File: config.mk
export PLATFORM = sky130hd
export DESIGN_NAME = pc_gen_ras
export DESIGN_NICKNAME = d
export VERILOG_FILES = /design/src/rtl/pc_pkg.sv /design/src/rtl/ras_stack.sv /design/src/rtl/pc_gen_ras.sv
export SDC_FILE = /design/constraint.sdc
export NUM_CORES = 1
export LEC_CHECK = 0
export ABC_AREA = 1
export CAP_MARGIN = 15
export CORE_MARGIN = 2
export CORE_UTILIZATION = 25
export CTS_CLUSTER_DIAMETER = 100
export DETAILED_ROUTE_END_ITERATION = 8
export PLACE_DENSITY = 0.49
export SYNTH_ARGS = -nofsm -noshare
export SYNTH_HDL_FRONTEND = slang
export SYNTH_SLANG_ARGS = --single-unit
File: constraint.sdc
create_clock -name clk -period 3.8 [get_ports clk]
set_input_delay 1.14 -clock clk [delete_from_list [all_inputs] [get_ports clk]]
set_output_delay 1.14 -clock clk [all_outputs]
set_load 0.01 [all_outputs]
File: src/rtl/pc_pkg.sv
`default_nettype none
// +------------------------------------------------------------------------+
// | pc_pkg : shared next-PC select encoding and link-register constants   |
// | Revision: 1.0                                                          |
// +------------------------------------------------------------------------+
package pc_pkg;

  typedef enum logic [2:0] {
    PC_SEL_TRAP   = 3'd0,
    PC_SEL_JALR   = 3'd1,
    PC_SEL_JAL    = 3'd2,
    PC_SEL_BRANCH = 3'd3,
    PC_SEL_SEQ    = 3'd4
  } pc_sel_e;

  localparam int PC_STEP = 4;

  // Link registers recognised by the decoder when classifying calls/returns
  localparam logic [4:0] RA_X1 = 5'd1;
  localparam logic [4:0] RA_X5 = 5'd5;

endpackage
`default_nettype wire

File: src/rtl/ras_stack.sv
`default_nettype none
// +------------------------------------------------------------------------+
// | ras_stack : circular return-address stack with push/pop/swap/flush    |
// | Revision: 1.0                                                          |
// +------------------------------------------------------------------------+
module ras_stack #(
  parameter int XLEN      = 32,
  parameter int RAS_DEPTH = 8,
  parameter int RAS_PTR_W = $clog2(RAS_DEPTH)
) (
  input  logic            clk,
  input  logic            reset,
  input  logic            push,
  input  logic            pop,
  input  logic            flush,
  input  logic [XLEN-1:0] push_addr,
  output logic [XLEN-1:0] top,
  output logic            valid,
  output logic            underflow
);

  localparam logic [RAS_PTR_W:0] c_full = (RAS_PTR_W+1)'(RAS_DEPTH);

  logic [XLEN-1:0]      r_entries [RAS_DEPTH];
  logic [RAS_PTR_W-1:0] r_ptr;
  logic [RAS_PTR_W:0]   r_count;
  logic                 r_underflow;
  logic [RAS_PTR_W-1:0] w_top_idx;
  logic                 w_empty;

  assign w_top_idx = r_ptr - RAS_PTR_W'(1);
  assign w_empty   = (r_count == '0);

  always_ff @(posedge clk) begin
    if (reset) begin
      r_ptr       <= '0;
      r_count     <= '0;
      r_underflow <= 1'b0;
    end else begin
      r_underflow <= 1'b0;
      if (flush) begin
        r_count <= '0;
      end else if (push && pop && !w_empty) begin
        r_entries[w_top_idx] <= push_addr;
      end else if (push) begin
        // Full stack silently overwrites the oldest slot; pop here means empty
        r_entries[r_ptr] <= push_addr;
        r_ptr            <= r_ptr + RAS_PTR_W'(1);
        if (r_count != c_full)
          r_count <= r_count + (RAS_PTR_W+1)'(1);
        r_underflow <= pop;
      end else if (pop) begin
        if (w_empty) begin
          r_underflow <= 1'b1;
        end else begin
          r_ptr   <= w_top_idx;
          r_count <= r_count - (RAS_PTR_W+1)'(1);
        end
      end
    end
  end

  assign top       = w_empty ? '0 : r_entries[w_top_idx];
  assign valid     = !w_empty;
  assign underflow = r_underflow;

endmodule
`default_nettype wire

File: src/rtl/pc_gen_ras.sv
`default_nettype none
// +------------------------------------------------------------------------+
// | pc_gen_ras : IF-stage next-PC generator with integrated return stack  |
// | Optional: PC_MISALIGN_CHECK_EN adds misaligned_fault output            |
// | Revision: 1.0                                                          |
// +------------------------------------------------------------------------+
module pc_gen_ras
  import pc_pkg::*;
#(
  parameter int              XLEN         = 32,
  parameter logic [XLEN-1:0] RESET_VECTOR = '0,
  parameter int              RAS_DEPTH    = 8
) (
  input  logic            clk,
  input  logic            reset,
  input  logic            pc_write,
  input  logic            trap_valid,
  input  logic [XLEN-1:0] trap_target,
  input  logic            jalr,
  input  logic [XLEN-1:0] jalr_target,
  input  logic            jal,
  input  logic [XLEN-1:0] jal_target,
  input  logic            branch_taken,
  input  logic [XLEN-1:0] branch_target,
  input  logic            ras_push,
  input  logic            ras_pop,
  input  logic [XLEN-1:0] ras_push_addr,
  input  logic            ras_flush,
  output logic [XLEN-1:0] pc,
  output logic [XLEN-1:0] pc_plus4,
  output logic [XLEN-1:0] ras_top,
  output logic            ras_valid,
  output logic            ras_underflow
`ifdef PC_MISALIGN_CHECK_EN
  ,
  output logic            misaligned_fault
`endif
);

  localparam int RAS_PTR_W = $clog2(RAS_DEPTH);

  logic [XLEN-1:0] r_pc;
  logic [XLEN-1:0] w_pc_plus4;
  logic [XLEN-1:0] w_next_pc;
  pc_sel_e         w_sel;
  logic            w_misaligned;

  assign w_pc_plus4 = r_pc + XLEN'(PC_STEP);

  always_comb begin
    w_sel = PC_SEL_SEQ;
    if (trap_valid)        w_sel = PC_SEL_TRAP;
    else if (jalr)         w_sel = PC_SEL_JALR;
    else if (jal)          w_sel = PC_SEL_JAL;
    else if (branch_taken) w_sel = PC_SEL_BRANCH;
  end

  always_comb begin
    case (w_sel)
      PC_SEL_TRAP:   w_next_pc = trap_target;
      PC_SEL_JALR:   w_next_pc = {jalr_target[XLEN-1:1], 1'b0};
      PC_SEL_JAL:    w_next_pc = jal_target;
      PC_SEL_BRANCH: w_next_pc = branch_target;
      default:       w_next_pc = w_pc_plus4;
    endcase
  end

`ifdef PC_MISALIGN_CHECK_EN
  logic r_misaligned_fault;

  // Only an accepted non-trap redirect can fault; a stalled one is dropped anyway
  assign w_misaligned = pc_write && w_next_pc[1] &&
                        (w_sel == PC_SEL_JALR || w_sel == PC_SEL_JAL ||
                         w_sel == PC_SEL_BRANCH);

  always_ff @(posedge clk) begin
    if (reset) r_misaligned_fault <= 1'b0;
    else       r_misaligned_fault <= w_misaligned;
  end

  assign misaligned_fault = r_misaligned_fault;
`else
  assign w_misaligned = 1'b0;
`endif

  // Trap redirects bypass the stall
  always_ff @(posedge clk) begin
    if (reset)
      r_pc <= RESET_VECTOR;
    else if (w_sel == PC_SEL_TRAP)
      r_pc <= w_next_pc;
    else if (pc_write && !w_misaligned)
      r_pc <= w_next_pc;
  end

  assign pc       = r_pc;
  assign pc_plus4 = w_pc_plus4;

  ras_stack #(
    .XLEN      (XLEN),
    .RAS_DEPTH (RAS_DEPTH),
    .RAS_PTR_W (RAS_PTR_W)
  ) u_ras (
    .clk       (clk),
    .reset     (reset),
    .push      (ras_push),
    .pop       (ras_pop),
    .flush     (ras_flush),
    .push_addr (ras_push_addr),
    .top       (ras_top),
    .valid     (ras_valid),
    .underflow (ras_underflow)
  );

endmodule
`default_nettype wire

==> summary.md <==
| Metric | Value |
|---|---|
| Outcome | `completed` |
| Ys async rst share | `0%` |
| Clock buffer count from CTS | `36` |
| Net Switching | `2.35 mW` |
| Diodes inserted | `0` |
| Crit path arrival time | `2.51 ns` |
| Critical path type | `reg -> out` |
| Fmax | `274 MHz` |
| DRC | `0` |
| # nets final | `1907` |
| CP Launch Type | `register` |
| Core Area | `0.0540 mm²` |
| Finished Core Util | `34.7%` |
| CTS Buffer Depth | `3` |
| Combinational share of power | `19.2%` |
| Cells after Synth | `1445` |
| CP required | `2.66 ns` |
| Crit-path max FO | `6` |
| P_int | `6.19 mW` |
| Synth cell count leaders | `302 x nor2_1, 284 x nand2_1, 256 x edfxtp_1` |
| Skew final | `0.0135 ns` |
| Initial Util | `25.4%` |
| Predominant post-synthesis flop cell | `edfxtp_1` |
| Max_cap viols | `0` |
| Syn_nets | `1621` |
| Initial antenna violation count | `3` |
| HPWL Detailed | `30600 µm` |
| Initial drt markers | `640` |
| Post-synth EDFFs | `256` |
| TritonCTS clock tree | `built` |
| Largest cells by area after synthesis | `edfxtp_1 56%, nor2_1 8.3%, nand2_1 7.8%, o21ai_0 7.3%, dfxtp_1 5.8%` |
| Clock sink total | `296` |
| P per Cell Area | `456 mW/mm²` |
| Total power | `8.54 mW` |
| DR WL met3 | `3270 µm` |
| Top-count cell post-synth | `nor2_1` |
| Pre-antenna DRT Iters | `4` |
| Share of cells above drive strength 1 | `9.34%` |
| Via-to-Cell Ratio | `4.54` |
| HP Class | `reg -> reg` |
| WL met1 | `18600 µm` |
| Vias in the first global route | `11113` |
| Total track usage | `15.6%` |
| First-pass GRT wire length | `66900 µm` |
| Max-slew violations | `0` |
| Port bufs | `266` |
| Post-synthesis sequential area ratio | `61.9%` |
| Synth Register Bits | `296` |
| DR top layer | `met5` |
| Reported leakage power | `6.68 nW` |
| Die width | `238 µm` |
| Final Cycle Share | `96.1%` |
| WL met2 | `22600 µm` |
| Critical R2R Capture | `u_ras.r_entries[1][10]` |
| Cell variety after synth | `38` |
| Number of nets with antenna violations after routing | `0` |
| Net Sw Frac | `27.5%` |
| Clk pwr share | `37.9%` |
| Area grow syn2layout | `36.5%` |
| Largest net degree at the start of global routing | `132` |
| Hold depth | `2` |
| WHS Endpoint | `u_ras.r_count[3]` |
| Sequential power share | `43.0%` |
| Final wirelength | `45700 µm` |
| Post-synth top area cell | `edfxtp_1` |
| Clk Latency, worst-skew pair | `0.54 ns` |
| Final Hold Fails | `0` |
| Clock slew at reported path FFs | `0.06 ns` |
| Syn. warnings | `0` |
| Critical path endpoint category | `output port` |
| Std cell rows | `85` |
| Vias | `11133` |
| Reg2Reg Launch Point | `u_ras.r_count[0]` |
| Clock Tree Root | `clkbuf_16` |
| IR drop worst, VDD | `0.000377 V` |
| Die area | `0.0567 mm²` |
| IO Pins | `268` |
| Worst Max-Slew Pin Slew | `0.692 ns` |
| Fin crit period | `3.65 ns` |
| Syn_area_per_cell | `9.49 µm²` |
| Min-delay src | `u_ras.r_count[3]` |
| CTS hold repair buffers | `0` |
| Worst slew margin | `53.8%` |
| DR WL/cell | `18.6 µm` |
| RePlAce Congestion | `0.835` |
| Setup Viol. Count Final | `0` |
| Total gr overflow | `0` |
| Top cell type's share of synthesized area | `56.1%` |
| CTS H-tree depth | `2` |
| R2r worst-path depth | `8` |
| Die height | `238 µm` |
| Setup slack, reg-to-reg | `1.30 ns` |
| Mapped cell area | `0.0137 mm²` |
[metrics by stage]
stage               cell area [µm²]  cells  setup TNS, ns  worst slack (ns)  hold slack, ns
CTS                           18700   2449         -0.145            -0.145           0.520
global placement              17500   2381              0             0.233           0.488
finish                        18700   2452              0             0.148           0.512
detailed placement            17500   2381              0             0.266           0.511
floorplan                     13700   1445              0            0.0247           0.466
global route                  18700   2452       -0.00895          -0.00895           0.554
[worst max-delay path by stage]
stage                   startpoint                     to  depth (start not counted)
floorplan                    reset  u_ras.r_entries[3][0]                          8
global placement    u_ras.r_ptr[0]            ras_top[21]                          9
detailed placement  u_ras.r_ptr[0]            ras_top[21]                          9
CTS                 u_ras.r_ptr[0]            ras_top[21]                          9
global route        u_ras.r_ptr[1]            ras_top[15]                          8
finish                       pc[5]           pc_plus4[27]                          7
[timing repair]
| action | 4_1_cts | 5_1_grt |
|---|---|---|
| pin swaps | 6 | 0 |
| endpoints found under the setup margin | 35 | 24 |
| hold endpoints to repair | 0 | 0 |
| gates cloned | 0 | 1 |
| gates resized for setup | 46 | 32 |
| buffers inserted | 5 | 2 |
[cells by family after synthesis]
family	count (synthesis)	synth area share (%)
AO/OA/AOI/OAI	314	12.0
flip-flops	296	61.9
adder cells (fa/ha/maj)	6	0.602
buffers and inverters	147	4.67
AND/OR/NAND/NOR	664	19.6
XOR/XNOR	18	1.31
[layout make-up]
| cell class | count | area, µm² |
|---|---|---|
| clock buffers | 43 | 927 |
| flip-flops and latches | 296 | 8490 |
| well taps | 696 | 871 |
| inverters | 69 | 265 |
| clock inverters | 20 | 158 |
| repair buffers | 326 | 3320 |
| fillers | 5477 | 35300 |
| multi-input cells | 1002 | 4690 |
[layout by cell type (no fill, tap or decap), drive strengths merged, types with 12 or more instances in the layout]
master	count
a21oi	57
a31oi	36
buf	60
clkbuf	49
clkdlybuf4s50	232
clkinv	16
dfxtp	40
dlygate4sd2	20
edfxtp	256
inv	69
nand2	291
nand3	39
nor2	317
o21ai	212
xor2	12
[layer usage]
metal / up-vias / GRT usage, %
met3: 76 / 4.34
li1: 5487 / -
met5: - / 0
met2: 316 / 28.1
met1: 5248 / 17.7
met4: 6 / 5.11
[worst max-delay path, stage by stage (launching register included)]
cell,delay [ns]
dfxtp_1,0.49
nand2_1,0.19
nor2_2,0.15
nand2_1,0.08
nor2_1,0.27
nand3_1,0.12
nand2_1,0.10
clkdlybuf4s50_1,0.58
[power groups by stage]
stage               Sequential (mW)  Combinational, mW  Clock, mW
floorplan                      3.74              0.757          0
global placement               3.73               1.66          0
detailed placement             3.74               1.67          0
CTS                            3.67               1.66       3.35
global route                   3.68               1.81       3.47
finish                         3.67               1.64       3.23
[flip-flops by register name, indices dropped and copies added, names as in the netlist]
name and flops:
pc 32, u_ras.r_count 4, u_ras.r_entries 256, u_ras.r_ptr 3, u_ras.underflow 1
Power figures use the tool's default switching activity.
==> RTL change: new RTL, same flow settings <==
The option `PC_MISALIGN_CHECK_EN` is turned on by a define.
--- a/src/rtl/pc_gen_ras.sv
+++ b/src/rtl/pc_gen_ras.sv
@@ -4,6 +4,8 @@
 // | Optional: PC_MISALIGN_CHECK_EN adds misaligned_fault output            |
 // | Revision: 1.0                                                          |
 // +------------------------------------------------------------------------+
+`define PC_MISALIGN_CHECK_EN
+
 module pc_gen_ras
   import pc_pkg::*;
 #(
Check against the original RTL (old outputs only; new: misaligned_fault): not equivalent (Yosys sat finds a counterexample within 4 cycles, from zero or initial values and one cycle with reset high).
==> RTL change against the unedited design <==
  * Area after synthesis fell by 2.2%
  * Wire length rose by 3.1%
  * Design area grew 0.51%
  * Synthesized cell count is 6.1% lower
  * Total power increased by 6.5%
  * Setup slack worse by 69 ps
  * Sequential cell count increased by 1
  * Via count increased by 0.27%
  * Largest cell class unchanged
==> RTL change: results (changes against the unedited design) <==
- Clk_buf instances: 43 (unchanged)
- GPL Wtd Cong: 0.882 (was 0.835)
- R2R depth: 9 (was 8)
- Worst IR Drop VDD: 318 uV (was 377 uV)
- Count of multi-input combinational gates: 937 (was 1002)
- Power share of the clock group: 39.4% (was 37.9%)
- Final hold slack: 525 ps (was 512 ps)
- Worst slew pin tran: 622 ps (was 692 ps)
- Total power draw: 9.10 mW (was 8.54 mW)
- Vias: 11200 (was 11100)
- Pleak: 6.69 nW (was 6.68 nW)
- DP Cell Count: 2295 (was 2381)
- Drt pass-1 iters: 5 (was 4)
- Clock sinks: 297 (was 296)
- Register area share after synthesis: 63.4% (was 61.9%)
- Adder-cell share of the synthesized area: 0.615% (was 0.602%)
- First-pass GRT wire length: 69.8 mm (was 66.9 mm)
- Min-Delay Startpoint: u_ras.r_count[2] (was u_ras.r_count[3])
- Yosys cell types: 37 (was 38)
- Worst Path Max Fanout: 5 (was 6)
- Multi-input gate share of total cell area: 24.2% (was 25.1%)
- Run status: complete, no violations (unchanged)
- P_comb: 1.81 mW (was 1.64 mW)
- Met2 GRT Util: 29.4% (was 28.1%)
- Worst setup path endpoint: pc_plus4[8] (was pc_plus4[27])
- Dpl ws: 84.0 ps (was 266 ps)
- Non-Clock Inverter Count: 43 (was 69)
- Final Skew: 13.1 ps (was 13.5 ps)
- Fin util: 35.6% (was 34.7%)
- Number of buffers added on ports: 267 (was 266)
- Total Wirelength: 47.1 mm (was 45.7 mm)
- Critical Path AT: 2580 ps (was 2510 ps)
- Switch Pwr: 2.50 mW (was 2.35 mW)
- Synthesized net count: 1533 (was 1621)
- Placed Area: 17300 um^2 (was 17500 um^2)
- Fill cells: 5307 (was 5477)
- R2R Path End: u_ras.r_entries[1][9] (was u_ras.r_entries[1][10])
- Mapped Cells: 1357 (was 1445)
- Met1 GRT Util: 19.1% (was 17.7%)
- Bufs w/o clock: 342 (was 326)
- Worst-skew pair later-pin latency: 560 ps (was 540 ps)
- Non-clk buf share: 18.4% (was 17.7%)
- Layout cells sized above 1: 11.1% (was 9.34%)
- R2R Setup Slk: 1320 ps (was 1300 ps)
- Routing usage on met3: 4.06% (was 4.34%)
- Antenna violations before repair: 4 (was 3)
- Largest net degree at the start of global routing: 131 (was 132)
- Nets: 1833 (was 1907)
- Drt first-iter violations: 687 (was 640)
- Max Freq: 269 MHz (was 274 MHz)
- Clock-cell share: 6.64% (was 5.79%)
- Post-DP HPWL: 30.7 mm (was 30.6 mm)
- Number of diodes: 0 (unchanged)
- Routed wire per std cell: 19.9 um (was 18.6 um)
- Critical path origin: pc[2] (was pc[5])
- Compound-Gate Fraction of Synth Area: 12.9% (was 12.0%)
- Seq area share: 45.3% (was 45.4%)
- Critical path's largest stage delay: 600 ps (was 580 ps)
- WHS Endpoint: u_ras.r_count[2] (was u_ras.r_count[3])
- Top cells by area, synth: edfxtp_1, nor2_1, o21ai_0 (was edfxtp_1, nor2_1, nand2_1)
==> RTL change: changes by cell type after synthesis, sizes merged, moves of 5 or more <==
cell,delta
buf,-30
o211ai,+5
nand2,-58
nor2,-21
a21oi,-28
o21ai,-17
inv,-27
clkbuf,+32
o22ai,+32
a221oi,+16
nand3b,+6
==> RTL change: critical path, delay by kind of cell, from the launching register on <==
kind                       cells  cell delay, ps
buffers and inverters          2             800
xor gates and xnor gates       1             190
DFF                            1             420
adders and majority gates      1             260
and+or+nand+nor                2             350
==> RTL change: routing by layer <==
metal	vias to the layer above	wire, um
met2	389	23200
met4	8	1580
li1	5364	-
met1	5328	19100
met3	74	3240
met5	-	54
==> RTL change: timing repair <==
item                                    CTS  global route
endpoints found under the setup margin   42            31
pin swaps                                 2             9
resized for setup                        83            35
setup buffers                             3             6
cloned                                    3             1
hold buffers                              0             0
